`config.mk`:
```
export PLATFORM = sky130hd
export DESIGN_NAME = vga_ctrl_param
export DESIGN_NICKNAME = d
export VERILOG_FILES = /design/src/rtl/vga_timing_pkg.sv /design/src/rtl/vga_sync_counter.sv /design/src/rtl/vga_ctrl_param.sv
export SDC_FILE = /design/constraint.sdc
export NUM_CORES = 1
export LEC_CHECK = 0
export ABC_AREA = 1
export CORE_UTILIZATION = 50
export DETAILED_ROUTE_END_ITERATION = 6
export PLACE_DENSITY = 0.85
export SYNTH_ARGS = -nofsm -noshare
export SYNTH_HDL_FRONTEND = slang
export SYNTH_SLANG_ARGS = --single-unit
```
`constraint.sdc`:
```
create_clock -name vga_clk -period 3.3 [get_ports vga_clk]
set_input_delay 0.825 -clock vga_clk [delete_from_list [all_inputs] [get_ports vga_clk]]
set_output_delay 0.825 -clock vga_clk [all_outputs]
set_load 0.02 [all_outputs]
```
`src/rtl/vga_timing_pkg.sv`:
```
// Timing presets, counter-width helper and the flag bundle that travels
// alongside each fetched pixel through the VGA controller.
package vga_timing_pkg;

    // 640x480@60 with a 25.175 MHz pixel clock
    localparam int VGA_H_ACTIVE = 640;
    localparam int VGA_H_FP     = 16;
    localparam int VGA_H_SYNC   = 96;
    localparam int VGA_H_BP     = 48;
    localparam int VGA_V_ACTIVE = 480;
    localparam int VGA_V_FP     = 10;
    localparam int VGA_V_SYNC   = 2;
    localparam int VGA_V_BP     = 33;

    localparam int QVGA_H_ACTIVE = 320;
    localparam int QVGA_H_FP     = 8;
    localparam int QVGA_H_SYNC   = 48;
    localparam int QVGA_H_BP     = 24;
    localparam int QVGA_V_ACTIVE = 240;
    localparam int QVGA_V_FP     = 5;
    localparam int QVGA_V_SYNC   = 2;
    localparam int QVGA_V_BP     = 16;

    function automatic int cnt_w(input int n);
        return (n > 1) ? $clog2(n) : 1;
    endfunction

    typedef struct packed {
        logic active;
        logic hsync;
        logic vsync;
        logic border;
        logic h_first;
        logic v_first;
        logic vblank;
    } pix_flags_t;

endpackage

```
`src/rtl/vga_sync_counter.sv`:
```
// Horizontal/vertical position counters with region and raw sync decode.
module vga_sync_counter
    import vga_timing_pkg::*;
#(
    parameter int H_ACTIVE = VGA_H_ACTIVE,
    parameter int H_FP     = VGA_H_FP,
    parameter int H_SYNC   = VGA_H_SYNC,
    parameter int H_BP     = VGA_H_BP,
    parameter int V_ACTIVE = VGA_V_ACTIVE,
    parameter int V_FP     = VGA_V_FP,
    parameter int V_SYNC   = VGA_V_SYNC,
    parameter int V_BP     = VGA_V_BP,
    localparam int H_TOTAL = H_ACTIVE + H_FP + H_SYNC + H_BP,
    localparam int V_TOTAL = V_ACTIVE + V_FP + V_SYNC + V_BP,
    localparam int HW      = cnt_w(H_TOTAL),
    localparam int VW      = cnt_w(V_TOTAL)
) (
    input  logic          vga_clk,
    input  logic          rst,
    output logic [HW-1:0] h_cnt,
    output logic [VW-1:0] v_cnt,
    output logic          active,
    output logic          hsync_raw,
    output logic          vsync_raw
);

    // Inclusive upper bounds keep every constant inside the counter width.
    localparam logic [HW-1:0] H_LAST     = HW'(H_TOTAL - 1);
    localparam logic [HW-1:0] H_ACT_LAST = HW'(H_ACTIVE - 1);
    localparam logic [HW-1:0] HS_FIRST   = HW'(H_ACTIVE + H_FP);
    localparam logic [HW-1:0] HS_LAST    = HW'(H_ACTIVE + H_FP + H_SYNC - 1);
    localparam logic [VW-1:0] V_LAST     = VW'(V_TOTAL - 1);
    localparam logic [VW-1:0] V_ACT_LAST = VW'(V_ACTIVE - 1);
    localparam logic [VW-1:0] VS_FIRST   = VW'(V_ACTIVE + V_FP);
    localparam logic [VW-1:0] VS_LAST    = VW'(V_ACTIVE + V_FP + V_SYNC - 1);

    logic [HW-1:0] h_q, h_d;
    logic [VW-1:0] v_q, v_d;

    always_comb begin
        h_d = h_q + HW'(1);
        v_d = v_q;
        if (h_q == H_LAST) begin
            h_d = '0;
            v_d = (v_q == V_LAST) ? '0 : v_q + VW'(1);
        end
    end

    always_ff @(posedge vga_clk) begin
        if (rst) begin
            h_q <= '0;
            v_q <= '0;
        end else begin
            h_q <= h_d;
            v_q <= v_d;
        end
    end

    assign h_cnt     = h_q;
    assign v_cnt     = v_q;
    assign active    = (h_q <= H_ACT_LAST) && (v_q <= V_ACT_LAST);
    assign hsync_raw = (h_q >= HS_FIRST) && (h_q <= HS_LAST);
    assign vsync_raw = (v_q >= VS_FIRST) && (v_q <= VS_LAST);

endmodule

```
`src/rtl/vga_ctrl_param.sv`:
```
// Parametrised VGA controller: frame-buffer fetch addressing, latency-matched
// sync/blank pipeline, border overlay and frame/line status pulses.
module vga_ctrl_param
    import vga_timing_pkg::*;
#(
    parameter int H_ACTIVE  = VGA_H_ACTIVE,
    parameter int H_FP      = VGA_H_FP,
    parameter int H_SYNC    = VGA_H_SYNC,
    parameter int H_BP      = VGA_H_BP,
    parameter int V_ACTIVE  = VGA_V_ACTIVE,
    parameter int V_FP      = VGA_V_FP,
    parameter int V_SYNC    = VGA_V_SYNC,
    parameter int V_BP      = VGA_V_BP,
    parameter int COLOR_W   = 4,
    parameter int FETCH_LAT = 1,
    parameter bit HS_POL    = 1'b0,
    parameter bit VS_POL    = 1'b0,
    localparam int AW_COL   = cnt_w(H_ACTIVE),
    localparam int AW_ROW   = cnt_w(V_ACTIVE),
    localparam int PIX_W    = 3 * COLOR_W
) (
    input  logic               vga_clk,
    input  logic               rst,
    input  logic [PIX_W-1:0]   d_in,
    input  logic               border_en,
    input  logic [PIX_W-1:0]   border_rgb,
    output logic [AW_ROW-1:0]  row_addr,
    output logic [AW_COL-1:0]  col_addr,
    output logic               rd_en,
    output logic [COLOR_W-1:0] r,
    output logic [COLOR_W-1:0] g,
    output logic [COLOR_W-1:0] b,
    output logic               hs,
    output logic               vs,
    output logic               frame_start,
    output logic               line_start,
    output logic               vblank
);

    localparam int HW = cnt_w(H_ACTIVE + H_FP + H_SYNC + H_BP);
    localparam int VW = cnt_w(V_ACTIVE + V_FP + V_SYNC + V_BP);
    localparam logic [HW-1:0] COL_LAST = HW'(H_ACTIVE - 1);
    localparam logic [VW-1:0] ROW_LAST = VW'(V_ACTIVE - 1);

    logic [HW-1:0] h_cnt;
    logic [VW-1:0] v_cnt;
    logic          active, hsync_raw, vsync_raw;
    pix_flags_t    fetch_flags, out_flags;

    logic [PIX_W-1:0] rgb_q, rgb_d;
    logic             hs_q, hs_d, vs_q, vs_d;
    logic             fs_q, fs_d, ls_q, ls_d, vb_q, vb_d;

    vga_sync_counter #(
        .H_ACTIVE (H_ACTIVE),
        .H_FP     (H_FP),
        .H_SYNC   (H_SYNC),
        .H_BP     (H_BP),
        .V_ACTIVE (V_ACTIVE),
        .V_FP     (V_FP),
        .V_SYNC   (V_SYNC),
        .V_BP     (V_BP)
    ) u_sync_counter (
        .vga_clk   (vga_clk),
        .rst       (rst),
        .h_cnt     (h_cnt),
        .v_cnt     (v_cnt),
        .active    (active),
        .hsync_raw (hsync_raw),
        .vsync_raw (vsync_raw)
    );

    always_comb begin
        fetch_flags         = '0;
        fetch_flags.active  = active;
        fetch_flags.hsync   = hsync_raw;
        fetch_flags.vsync   = vsync_raw;
        fetch_flags.border  = active && ((h_cnt == '0) || (h_cnt == COL_LAST) ||
                                         (v_cnt == '0) || (v_cnt == ROW_LAST));
        fetch_flags.h_first = (h_cnt == '0);
        fetch_flags.v_first = (v_cnt == '0);
        fetch_flags.vblank  = (v_cnt > ROW_LAST);
        rd_en    = active;
        col_addr = '0;
        row_addr = '0;
        if (active) begin
            col_addr = h_cnt[AW_COL-1:0];
            row_addr = v_cnt[AW_ROW-1:0];
        end
    end

    // Flags wait here for the frame buffer so they meet d_in at the output stage.
    generate
        if (FETCH_LAT == 0) begin : g_no_dly
            assign out_flags = fetch_flags;
        end else begin : g_dly
            pix_flags_t dly_q [FETCH_LAT];
            always_ff @(posedge vga_clk) begin
                if (rst) begin
                    for (int i = 0; i < FETCH_LAT; i++) dly_q[i] <= '0;
                end else begin
                    dly_q[0] <= fetch_flags;
                    for (int i = 1; i < FETCH_LAT; i++) dly_q[i] <= dly_q[i-1];
                end
            end
            assign out_flags = dly_q[FETCH_LAT-1];
        end
    endgenerate

    always_comb begin
        rgb_d = '0;
        if (out_flags.active) begin
            rgb_d = (border_en && out_flags.border) ? border_rgb : d_in;
        end
        hs_d = out_flags.hsync ? HS_POL : ~HS_POL;
        vs_d = out_flags.vsync ? VS_POL : ~VS_POL;
        fs_d = out_flags.active && out_flags.h_first && out_flags.v_first;
        ls_d = out_flags.active && out_flags.h_first;
        vb_d = out_flags.vblank;
    end

    always_ff @(posedge vga_clk) begin
        if (rst) begin
            rgb_q <= '0;
            hs_q  <= ~HS_POL;
            vs_q  <= ~VS_POL;
            fs_q  <= 1'b0;
            ls_q  <= 1'b0;
            vb_q  <= 1'b0;
        end else begin
            rgb_q <= rgb_d;
            hs_q  <= hs_d;
            vs_q  <= vs_d;
            fs_q  <= fs_d;
            ls_q  <= ls_d;
            vb_q  <= vb_d;
        end
    end

    assign r           = rgb_q[3*COLOR_W-1 -: COLOR_W];
    assign g           = rgb_q[2*COLOR_W-1 -: COLOR_W];
    assign b           = rgb_q[COLOR_W-1:0];
    assign hs          = hs_q;
    assign vs          = vs_q;
    assign frame_start = fs_q;
    assign line_start  = ls_q;
    assign vblank      = vb_q;

endmodule

```
# [Yosys cells after proc, flatten, opt, wreduce, memory -nomap -nowiden]
# Memories as Yosys holds them, arrays and structs flattened.
# Cells that the tools add are included.
[totals] regBits=37 ramBits=7 input_bits=27 n_memories=1
[mem_list] name="g_dly.dly_q" depth=1 word_bits=7 rd=1 rd_ports_with_merged_regs=0 wr=1 line_no="vga_ctrl_param.sv:97" rtl="pix_flags_t dly_q [FETCH_LAT];"
[classes] n_addsub=2 magnitude_cmp=7 eq_ne=4 muxes=11 bitwise_logic=1 n_reduce_logical=15
[op_table] cell="$eq A10 B10 Y1 const B" n=3
[op_table] cell="$add A10 B1 Y10 const B" n=2
[op_table] cell="$le A10 B10 Y1 const B" n=2
[op_table] cell="$le A10 B9 Y1 const B" n=2
[op_table] cell="$logic_not A10 Y1" n=2
[op_table] cell="$mux W10" n=2
[op_table] cell="$mux W12" n=1
[op_table] cell="$eq A10 B9 Y1 const B" n=1
[op_table] cell="$ge A10 B10 Y1 const B" n=1
[op_table] cell="$ge A10 B9 Y1 const B" n=1
[op_table] cell="$gt A10 B9 Y1 const B" n=1
[op_table] cell="$mux W9" n=1
[op_table] cell="$logic_and A1 B1 Y1" n=7
[op_table] cell="$mux W7" n=1
[op_table] cell="$reduce_or A7 Y1" n=1
[op_table] cell="$mux W1" n=6
[op_table] cell="$reduce_or A2 Y1" n=2
[op_table] cell="$logic_or A1 B1 Y1" n=3
[op_table] cell="$not A1 Y1" n=1

# [Logic depth before layout (Yosys ltp)]
# Gate-level depths: netlist (run 1).
[depth] depth_word=6 depth_mapped=9 mapped_depth_nobuf=9

# [Modules after synthesis]
# Synthesis (run 1) repeated with hierarchy kept, for this count alone.
[unflattened] cells_unflattened=344 area_unflattened_um2=2284.7
[by_module_without_submodules] mod="vga_sync_counter" instances=1 cells_each=178 area_per_inst_um2=1226.2 seq_area_each_um2=400.4
[by_module_without_submodules] mod="vga_ctrl_param" instances=1 cells_each=166 area_per_inst_um2=1058.5 seq_area_each_um2=480.5

# [Worst setup path before layout (run 1)]
# No wires, ideal clock.
[synth_timing] path_type="register -> output" from="register u_sync_counter.v_q[5] (netlist: u_sync_counter.v_cnt[5])" to="output port col_addr[0]" arrival_ns=1.431 setup_slack_ns=1.044 stages_incl_launch_ff=8 cell_sequence="dfxtp_1 -> buf_2 -> nand4_1 -> nand2_1 -> nor2_2 -> inv_2 -> buf_6 -> nor2_1"
[synth_via] elab_chain_cells=3
[synth_lines] element="from (decl)" line_no="vga_sync_counter.sv:38" rtl="logic [VW-1:0] v_q, v_d;"
[synth_lines] element="from (signal assigned)" line_no="vga_sync_counter.sv:55" rtl="v_q <= v_d;"
[synth_lines] element="$le A10 B9 Y1" line_no="vga_sync_counter.sv:61" rtl="assign active = (h_q <= H_ACT_LAST) && (v_q <= V_ACT_LAST);"
[synth_lines] element="$logic_and A1 B1 Y1" line_no="vga_sync_counter.sv:61"
[synth_lines] element="via rd_en" line_no="vga_ctrl_param.sv:29" rtl="output logic rd_en,"
[synth_lines] element="$mux W10" line_no="vga_ctrl_param.sv:86" rtl="if (active) begin"
[synth_lines] element="to (decl)" line_no="vga_ctrl_param.sv:28" rtl="output logic [AW_COL-1:0] col_addr,"
# The timed path passes the listed nets, and every way through them passes these cells.

# [Final worst setup path (run 1)]
[layout_timing] from="register u_sync_counter.v_q[5] (netlist: u_sync_counter.v_cnt[5])" to="output port row_addr[3]"
[layout_via] elab_chain_cells=3
[layout_lines] element="$le A10 B9 Y1" line_no="vga_sync_counter.sv:61"
[layout_lines] element="$logic_and A1 B1 Y1" line_no="vga_sync_counter.sv:61"
[layout_lines] element="$mux W9" line_no="vga_ctrl_param.sv:86"
[layout_lines] element="to (decl)" line_no="vga_ctrl_param.sv:27" rtl="output logic [AW_ROW-1:0] row_addr,"
# Every way passes these cells.

==> results of run 1 <==
[sequential cells by signal (all words and copies together), names as in the netlist, 7 cells and up]
register,count
g_dly.dly_q,7
rgb_q,12
u_sync_counter.h_cnt,10
u_sync_counter.v_cnt,10
[cells in the final DEF, fill, tap and decap left out, drive strengths merged]
| cell type | count |
|---|---|
| ha | 5 |
| inv | 36 |
| o21ai | 12 |
| nor4 | 1 |
| dfxtp | 44 |
| nand3b | 1 |
| xor2 | 3 |
| clkinv | 1 |
| a21oi | 16 |
| nor3b | 1 |
| nand2 | 68 |
| nor2 | 77 |
| bufinv | 2 |
| clkdlybuf4s50 | 63 |
| xnor2 | 1 |
| nand4 | 5 |
| clkbuf | 5 |
| nor3 | 4 |
| nand3 | 16 |
[stage by stage]
stage          setup slack, ns  utilization [%]  power, W  area [sq um]
4_1_cts                  0.408             71.6   0.00115          2860
3_3_place_gp             0.745             68.3  0.000672          2730
3_5_place_dp             0.733             68.3  0.000674          2730
6_report                 0.405             71.6   0.00114          2860
2_1_floorplan             1.04                -  0.000614          2080
5_1_grt                  0.236             71.6   0.00117          2860
[routing by layer]
layer	global-route usage [%]	wire (microns)	share of wire, %
met1	26.5	2190	45
met5	0	0	0
met2	42.0	2250	46
met3	5.34	382	7.8
met4	10.4	77	1.6
[power groups by stage]
| stage | logic, W | registers (W) | clock network, W |
|---|---|---|---|
| after floorplan | 0.0000406 | 0.000573 | 0 |
| final | 0.000110 | 0.000551 | 0.000475 |
| after global routing | 0.000122 | 0.000553 | 0.000497 |
| after global placement | 0.000109 | 0.000564 | 0 |
| after CTS | 0.000111 | 0.000551 | 0.000486 |
| after detailed placement | 0.000110 | 0.000564 | 0 |
[kinds of logic after synthesis]
| group | Yosys count |
|---|---|
| adders and majority gates | 5 |
| DFF | 44 |
| AOI/OAI and AO/OA | 28 |
| xor gates and xnor gates | 4 |
| and+or+nand+nor | 173 |
| buffers and inverters | 42 |
[worst max-delay path: stages, from the launching register on]
cell and delay [ns]:
dfxtp_1 0.50, nand4_1 0.20, nand2_1 0.13, nor2_2 0.06, inv_2 0.26, nor2_1 0.08
clkdlybuf4s50_1 0.54
[final timing paths]
path	end	slack, ns	cells past startpoint
setup / recovery	row_addr[3]	0.41	6
hold / removal	vs	0.38	1
setup reg to reg	u_sync_counter.v_cnt[5]	1.66	8
hold reg to reg	vs	0.38	1
[final cells by class]
| class | instances | area (sq um) |
|---|---|---|
| Tap cell | 50 | 62.6 |
| Clock buffer | 5 | 68.8 |
| Inverter | 37 | 144 |
| Multi-Input combinational cell | 210 | 1020 |
| Timing Repair Buffer | 63 | 631 |
| Clock inverter | 2 | 60.1 |
| Fill cell | 321 | 1140 |
| Sequential cell | 44 | 881 |
==> run metrics, run 1 <==
final setup TNS=0 ns; register area share after synthesis=42.4%; hold_buf cts=0; Layout Nets=393; area share of the largest cell type after synthesis=42.4%; Flop pwr share=48.5%; Fmax achieved=0.345 GHz; initial antenna violation count=0; Post-Syn Area=2080 sq um; number of flops mapped to enable cells by yosys=0; RSZ-0062 raised after global routing=false; final wirelength=4910 microns; P&R area growth vs syn=37.9%; final routed DRC violation total=0; total placed cells including tap cells=404; grt total ovfl=0; Setup-failing EPs final=0; Synth Area in XOR/XNOR=1.69%; Area contributors post-synth=dfxtp_1 (42%), nor2_1 (12%), nand2_1 (12%); CP endpoint kind=primary output; Syn Area/Cell=7.01 sq um; Adder-Cell Fraction of Synth Area=3.01%; via count=2018; Port Buffers=63; cts bufs inserted=5; mux contribution to synthesized area=0%; Critical Path Source=u_sync_counter.v_cnt[5]; R2R Path Start=u_sync_counter.h_cnt[0]; H-tree lvl count=2; P per Cell Area=397 nW/um^2; CTS tree=built; hpwl dp=3530 microns; First-pass DRT Iterations=5; full die area=4410 sq um; Synth cell types=28; Die Ht=66.4 microns; Final Non-Filler Cells=411; clock sinks=44; worst skew pair latency=0.30 ns; Die X-Extent=66.4 microns; CTS Buffer Depth=2; Post-Synth Simple-Gate Area=37.5%; Post-synth top cells=nor2_1 (69), nand2_1 (64), dfxtp_1 (44); Total GRT Usage=23.6%; diode count=0; Post-Syn Nets=328; Sw Pwr=0.000236 W; post_cts resized=0; Final ANT Viol Nets=0; combinational share of power=9.7%; Ys Warns=0; Cell Int Power=0.000901 W; CP arrival=2.07 ns; final slew viol count=0; Slew headroom=74.9%; Hold Slack=0.375 ns; Net Sw Frac=20.7%; Post-CTS Repair Setup Buffers=0; clock root buffer master=clkbuf_8; Worst-Margin Slew=0.376 ns; Core Box Area=4000 sq um; post-DR wirelength/cell=11.9 microns; IO Pins=64; crit path kind=flop to primary output; post-synth top area cell=dfxtp_1; Clock transition at path regs=0.08 ns; Leak Pwr=1.20 nW; hold_sp=g_dly.dly_q[0][4]; compound-gate portion of the synthesized area=6.75%; Mapped Cells=296; critical path peak fanout=18; status=complete, no violations; max_cap viols=0; startpoint types=flop; First DRT Iteration DRCs=103; peak supply drop=335 uV; CP required=2.47 ns; global-route wire length before repair=7800 microns; Most used DFF post-synth=dfxtp_1; ratio of cells with drive above 1 in the final layout=7.76%; FF+latch count, synth=44; RePlAce Congestion=0.911; main combinational cell family by area after synthesis=simple AND/OR/NAND/NOR gates; Clock Skew=0.00434 ns; Final Hold Viols=0; Clock power frac=41.8%; min-delay worst type=flop to flop; most common cell in the netlist=nor2_1; post-layout min period=2.89 ns; starting density of the core=51.9%; post-DR vias/cell=4.91; Site Rows=23; Tcrit/Tclk final=87.7%; maximum number of pins on one net before global-route repair=19; Async SR Flop Fraction=0%; number of global-route vias before repair=1776
Power figures use the tool's default switching activity.
==> run 2: changes to the inputs <==
--- a/config.mk
+++ b/config.mk
@@ -8,7 +8,7 @@
 export ABC_AREA = 1
 export CORE_UTILIZATION = 50
 export DETAILED_ROUTE_END_ITERATION = 6
-export PLACE_DENSITY = 0.85
+export PLACE_DENSITY = 0.84
 export SYNTH_ARGS = -nofsm -noshare
 export SYNTH_HDL_FRONTEND = slang
 export SYNTH_SLANG_ARGS = --single-unit
==> run 2 against run 1 <==
Effect of this change:
- non-clock buffer count unchanged
- wire length decreased by 2.1%
- clock-buffer cell count unchanged
- worst hold slack improved by 0.0065 ns
- critical path depth unchanged
- cell count unchanged
- clock skew about the same
- worst setup slack got worse by 0.014 ns
==> run metrics, run 2 (synthesis results as in run 1) <==
dpl ws=0.737 ns (was 0.733 ns); First-pass DRT Iterations=4 (was 5); Clock Skew=0.00397 ns (was 0.00434 ns); Setup-failing EPs final=0 (unchanged); full die area=4410 sq um (unchanged); RSZ-0062 raised after global routing=false (unchanged); maximum number of pins on one net before global-route repair=19 (unchanged); most frequent cells in the layout=nor2_1 (69), nand2_1 (64), clkdlybuf4s50_1 (63), dfxtp_1 (44), inv_1 (32) (unchanged); First DRT Iteration DRCs=170 (was 103); Port Buffers=63 (unchanged); peak supply drop=411 uV (was 335 uV); max_cap viols=0 (unchanged); via count=2042 (was 2018); final slew viol count=0 (unchanged); IO Pins=64 (unchanged); Post-CTS Repair Setup Buffers=0 (unchanged); CP required=2.47 ns (about the same); Layout Nets=393 (unchanged); H-tree lvl count=2 (unchanged); Worst-Margin Slew=0.371 ns (was 0.376 ns); hpwl dp=3470 microns (was 3530 microns); max reg flops=12 (unchanged); GRT met2 Usage=38.1% (was 42.0%); cts bufs inserted=5 (unchanged); Core Box Area=4000 sq um (unchanged); critical path peak fanout=18 (unchanged); grt total ovfl=0 (unchanged); starting density of the core=51.9% (unchanged); met3 GRT Util=6.38% (was 5.34%); routing usage on met1=28.2% (was 26.5%); global-route wire length before repair=7740 microns (was 7800 microns); startpoint types=flop (unchanged); Final Hold Viols=0 (unchanged); CP arrival=2.08 ns (was 2.07 ns); CP endpoint kind=primary output (unchanged); final routed DRC violation total=0 (unchanged); final setup TNS=0 ns (unchanged); Tcrit/Tclk final=88.1% (was 87.7%); Die X-Extent=66.4 microns (unchanged); Fmax achieved=0.344 GHz (was 0.345 GHz); diode count=0 (unchanged); ratio of cells with drive above 1 in the final layout=7.76% (unchanged); min-delay worst type=flop to flop (unchanged); clock root buffer master=clkbuf_8 (unchanged); Die Ht=66.4 microns (unchanged); Site Rows=23 (unchanged); hold_buf cts=0 (unchanged); fin util=71.6% (unchanged); number of global-route vias before repair=1827 (was 1776); post-DR wirelength/cell=11.7 microns (was 11.9 microns); clock sinks=44 (unchanged); Hold Slack=0.382 ns (was 0.375 ns); P&R area growth vs syn=37.9% (unchanged); Final Worst Setup Slack=0.392 ns (was 0.405 ns); Total GRT Usage=23.3% (was 23.6%); crit path kind=flop to primary output (unchanged); Top reg by flops=rgb_q (unchanged); post_cts resized=0 (unchanged); Final ANT Viol Nets=0 (unchanged); CTS Buffer Depth=2 (unchanged); status=complete, no violations (unchanged); RePlAce Congestion=0.879 (was 0.911); Slew headroom=75.2% (was 74.9%); P per Cell Area=398 nW/um^2 (was 397 nW/um^2); Leak Pwr=1.20 nW (unchanged); CTS tree=built (unchanged); post-DR vias/cell=4.97 (was 4.91); worst skew pair latency=0.29 ns (was 0.30 ns); post-layout min period=2.91 ns (was 2.89 ns); Clock transition at path regs=0.08 ns (about the same); commonest non-fill, non-tap cell in the layout=nor2_1 (unchanged); grt peak-use layer=met2 (unchanged); final wirelength=4800 microns (was 4910 microns); initial antenna violation count=0 (unchanged)
## run 2: cell counts in the layout (fill, tap and decap cells not counted)
Identical to the previous run, type by type.
## run 2: report_power, final
group | internal [W] | total, W | leakage, nW | switching, W
Sequential | 0.000545 | 0.000551 | 0.359 | 0.00000682
Combinational | 0.0000583 | 0.000110 | 0.776 | 0.0000515
Clock | 0.000298 | 0.000479 | 0.0642 | 0.000181
Total | 0.000901 | 0.00114 | 1.20 | 0.000240
## run 2: metal layers
| metal | vias to the layer above | share of wire, % |
|---|---|---|
| met5 | - | 0 |
| met4 | 0 | 1.5 |
| met3 | 9 | 11 |
| met2 | 98 | 43 |
| met1 | 892 | 44 |
| li1 | 1043 | - |
## run 2: area by class of cell
class                      instances  area [sq um]
timing repair buffer              63           631
clock buffer                       5          68.8
multi-input combinational        210          1020
fill                             321          1140
inverter                          37           144
sequential                        44           881
tap                               50          62.6
clock inverter                     2          60.1
## run 2: path summary, 6_finish.rpt
kind | slack [ns] | to | startpoint | cells past startpoint
max | 0.39 | row_addr[2] | u_sync_counter.v_cnt[5] | 6
min | 0.38 | hs | g_dly.dly_q[0][5] | 1
max reg2reg | 1.62 | u_sync_counter.v_cnt[9] | u_sync_counter.h_cnt[0] | 8
min reg2reg | 0.38 | hs | g_dly.dly_q[0][5] | 1
## run 2: metrics by stage
step,total power [W],area (sq um),cells
6_report,0.00114,2860,411
5_1_grt,0.00118,2860,411
4_1_cts,0.00115,2860,411
3_5_place_dp,0.000674,2730,404
3_3_place_gp,0.000672,2730,404
2_1_floorplan,0.000614,2080,296
## run 2: critical path, cell delays in order (launching register included)
cell and delay (ns):
dfxtp_1 0.51, nand4_1 0.20, nand2_1 0.13, nor2_2 0.06
inv_2 0.26, nor2_1 0.09, clkdlybuf4s50_1 0.54
==> run 3: changes to the inputs <==
--- a/config.mk
+++ b/config.mk
@@ -5,8 +5,7 @@
 export SDC_FILE = /design/constraint.sdc
 export NUM_CORES = 1
 export LEC_CHECK = 0
-export ABC_AREA = 1
-export CORE_UTILIZATION = 50
+export CORE_UTILIZATION = 49
 export DETAILED_ROUTE_END_ITERATION = 6
 export PLACE_DENSITY = 0.84
 export SYNTH_ARGS = -nofsm -noshare
==> run 3 against run 2 <==
Effect of this change:
- sequential cell count stayed put
- worst setup slack worse by 0.16 ns
- clock power is 13% lower
- sequential power hardly changed
- final area is 6.1% lower
- largest cell class unchanged
- highest routed layer unchanged
==> run metrics, run 3 <==
register area share after synthesis=45.6% (was 42.4%); most frequent cells in the layout=clkdlybuf4s50_1 (63), dfxtp_1 (44), nand2_1 (36), nor2_1 (22), and2_1 (16) (was nor2_1 (69), nand2_1 (64), clkdlybuf4s50_1 (63), dfxtp_1 (44), inv_1 (32)); startpoint types=flop (unchanged); routing usage on met1=27.8% (was 28.2%); H-tree lvl count=2 (unchanged); status=complete, no violations (unchanged); Core Box Area=3720 sq um (was 4000 sq um); met3 GRT Util=6.16% (was 6.38%); crit path kind=flop to primary output (unchanged); max_cap viols=0 (unchanged); Post-Syn Area=1930 sq um (was 2080 sq um); First DRT Iteration DRCs=108 (was 170); Port Buffers=63 (unchanged); Site Rows=22 (was 23); Total GRT Usage=23.5% (was 23.3%); FF+latch count, synth=44 (unchanged); post-layout min period=3.06 ns (was 2.91 ns); Layout Nets=320 (was 393); Synth cell types=31 (was 28); Leak Pwr=0.996 nW (was 1.20 nW); Post-synth top cells=dfxtp_1 (44), nand2_1 (36), nor2_1 (22) (was nor2_1 (69), nand2_1 (64), dfxtp_1 (44)); peak supply drop=259 uV (was 411 uV); final setup TNS=0 ns (unchanged); post-DR vias/cell=5.26 (was 4.97); post-synth top area cell=dfxtp_1 (unchanged); via count=1774 (was 2042); commonest non-fill, non-tap cell in the layout=clkdlybuf4s50_1 (was nor2_1); CP arrival=2.24 ns (was 2.08 ns); maximum number of pins on one net before global-route repair=16 (was 19); IO Pins=64 (unchanged); CTS tree=built (unchanged); post-DR wirelength/cell=13.8 microns (was 11.7 microns); P&R area growth vs syn=39.3% (was 37.9%); final slew viol count=0 (unchanged); First-pass DRT Iterations=5 (was 4); clock sinks=44 (unchanged); Fmax achieved=0.326 GHz (was 0.344 GHz); clock root buffer master=clkbuf_8 (unchanged); Syn Area/Cell=8.36 sq um (was 7.01 sq um); diode count=0 (unchanged); global-route wire length before repair=7390 microns (was 7740 microns); area share of the largest cell type after synthesis=45.6% (was 42.4%); RSZ-0062 raised after global routing=false (unchanged); Worst-Margin Slew=0.468 ns (was 0.371 ns); Post-Syn Nets=263 (was 328); CP endpoint kind=primary output (unchanged); final routed DRC violation total=0 (unchanged); RePlAce Congestion=0.850 (was 0.879); Final ANT Viol Nets=0 (unchanged); grt total ovfl=0 (unchanged); min-delay worst type=flop to flop (unchanged); Area contributors post-synth=dfxtp_1 (46%), nand2_1 (7.0%), and2_1 (5.2%) (was dfxtp_1 (42%), nor2_1 (12%), nand2_1 (12%)); CP required=2.47 ns (about the same); cts bufs inserted=5 (unchanged); final wirelength=4650 microns (was 4800 microns); hpwl dp=3400 microns (was 3470 microns); CTS Buffer Depth=2 (unchanged); Slew headroom=68.7% (was 75.2%); Final Worst Setup Slack=0.236 ns (was 0.392 ns); Most used DFF post-synth=dfxtp_1 (unchanged); Clock transition at path regs=0.08 ns (about the same); Tcrit/Tclk final=92.8% (was 88.1%); number of flops mapped to enable cells by yosys=0 (unchanged); Ys Warns=0 (unchanged); Clock Skew=0.00306 ns (was 0.00397 ns); most common cell in the netlist=dfxtp_1 (was nor2_1); Top reg by flops=rgb_q (unchanged); worst skew pair latency=0.30 ns (was 0.29 ns); critical path peak fanout=15 (was 18); ratio of cells with drive above 1 in the final layout=4.50% (was 7.76%); Mapped Cells=231 (was 296); max reg flops=12 (unchanged); Die Ht=64.8 microns (was 66.4 microns); number of global-route vias before repair=1624 (was 1827); Die X-Extent=64.8 microns (was 66.4 microns); starting density of the core=52.0% (was 51.9%); GRT met2 Usage=39.2% (was 38.1%); Final Hold Viols=0 (unchanged); initial antenna violation count=0 (unchanged); P per Cell Area=399 nW/um^2 (was 398 nW/um^2); Async SR Flop Fraction=0% (unchanged); full die area=4200 sq um (was 4410 sq um); grt peak-use layer=met2 (unchanged); dpl ws=0.492 ns (was 0.737 ns); Setup-failing EPs final=0 (unchanged); Post-CTS Repair Setup Buffers=0 (unchanged)
-- run 3: cell count changes in the layout (fill, tap and decap cells not counted), moves of 3 or more --
cell     change
nor2_1      -47
or3_1        +3
nor4_1      +10
nand2_1     -28
and3_1       +4
and2_1      +16
nor2_2       -7
inv_1       -26
nand2_2      -3
xnor2_1      +6
inv_2        -4
xor2_1       +4
nor3_1       +3
o21ai_0      -9
-- run 3: worst paths after layout --
path / slack [ns] / depth (start not counted) / startpoint / end
setup / recovery: 0.24 / 7 / u_sync_counter.v_cnt[5] / col_addr[9]
hold / removal: 0.37 / 1 / g_dly.dly_q[0][4] / vs
setup reg to reg: 1.04 / 4 / u_sync_counter.h_cnt[7] / u_sync_counter.v_cnt[3]
hold reg to reg: 0.37 / 1 / g_dly.dly_q[0][4] / vs
-- run 3: stage by stage --
stage          instances  total power, W  utilization [%]  hold slack (ns)  instance area [sq um]
6_report             337         0.00107             72.4            0.370                   2690
3_3_place_gp         329        0.000668             69.2            0.348                   2570
4_1_cts              337         0.00108             72.3            0.373                   2690
2_1_floorplan        231        0.000610                -            0.343                   1930
3_5_place_dp         329        0.000670             69.2            0.353                   2570
5_1_grt              337         0.00112             72.4            0.376                   2690
-- run 3: cells by family after synthesis --
| kind of cell | share of synthesized area, % |
|---|---|
| buf+inv | 4.54 |
| simple gates | 33.4 |
| fa+ha+maj | 3.24 |
| xor+xnor | 6.35 |
| flops | 45.6 |
| mux | 0.518 |
| compound gates | 6.35 |
-- run 3: power breakdown --
group	switching (W)	internal (W)	total [W]
sequential	0.00000624	0.000544	0.000551
clock	0.000189	0.000228	0.000417
combinational	0.0000481	0.0000584	0.000107
total	0.000243	0.000831	0.00107
-- run 3: worst max-delay path: stages (launching register included) --
cell and delay, ns:
dfxtp_1 0.39, nand3_1 0.14, nor2_1 0.05, buf_4 0.16
nor3_1 0.17, buf_4 0.22, and2_1 0.19, clkdlybuf4s50_1 0.61
-- run 3: cell type report --
class                      count  area, sq um
fill                         282         1030
multi-input combinational    166          965
sequential                    44          881
timing repair buffer          65          646
clock buffer                   5         68.8
tap                           48         60.1
clock inverter                 3         46.3
inverter                       6         22.5
-- run 3: per-layer routing --
layer	wire [microns]	part of all wire (%)	vias to the layer above
met3	367	7.9	14
met1	2020	44	785
li1	-	-	893
met4	133	2.9	0
met2	2130	46	82
met5	0	0	-
-- run 3: timing repair --
item,4_1_cts,5_1_grt
gates resized for setup,0,1
hold buffers,0,0
endpoints found under the setup margin,0,14
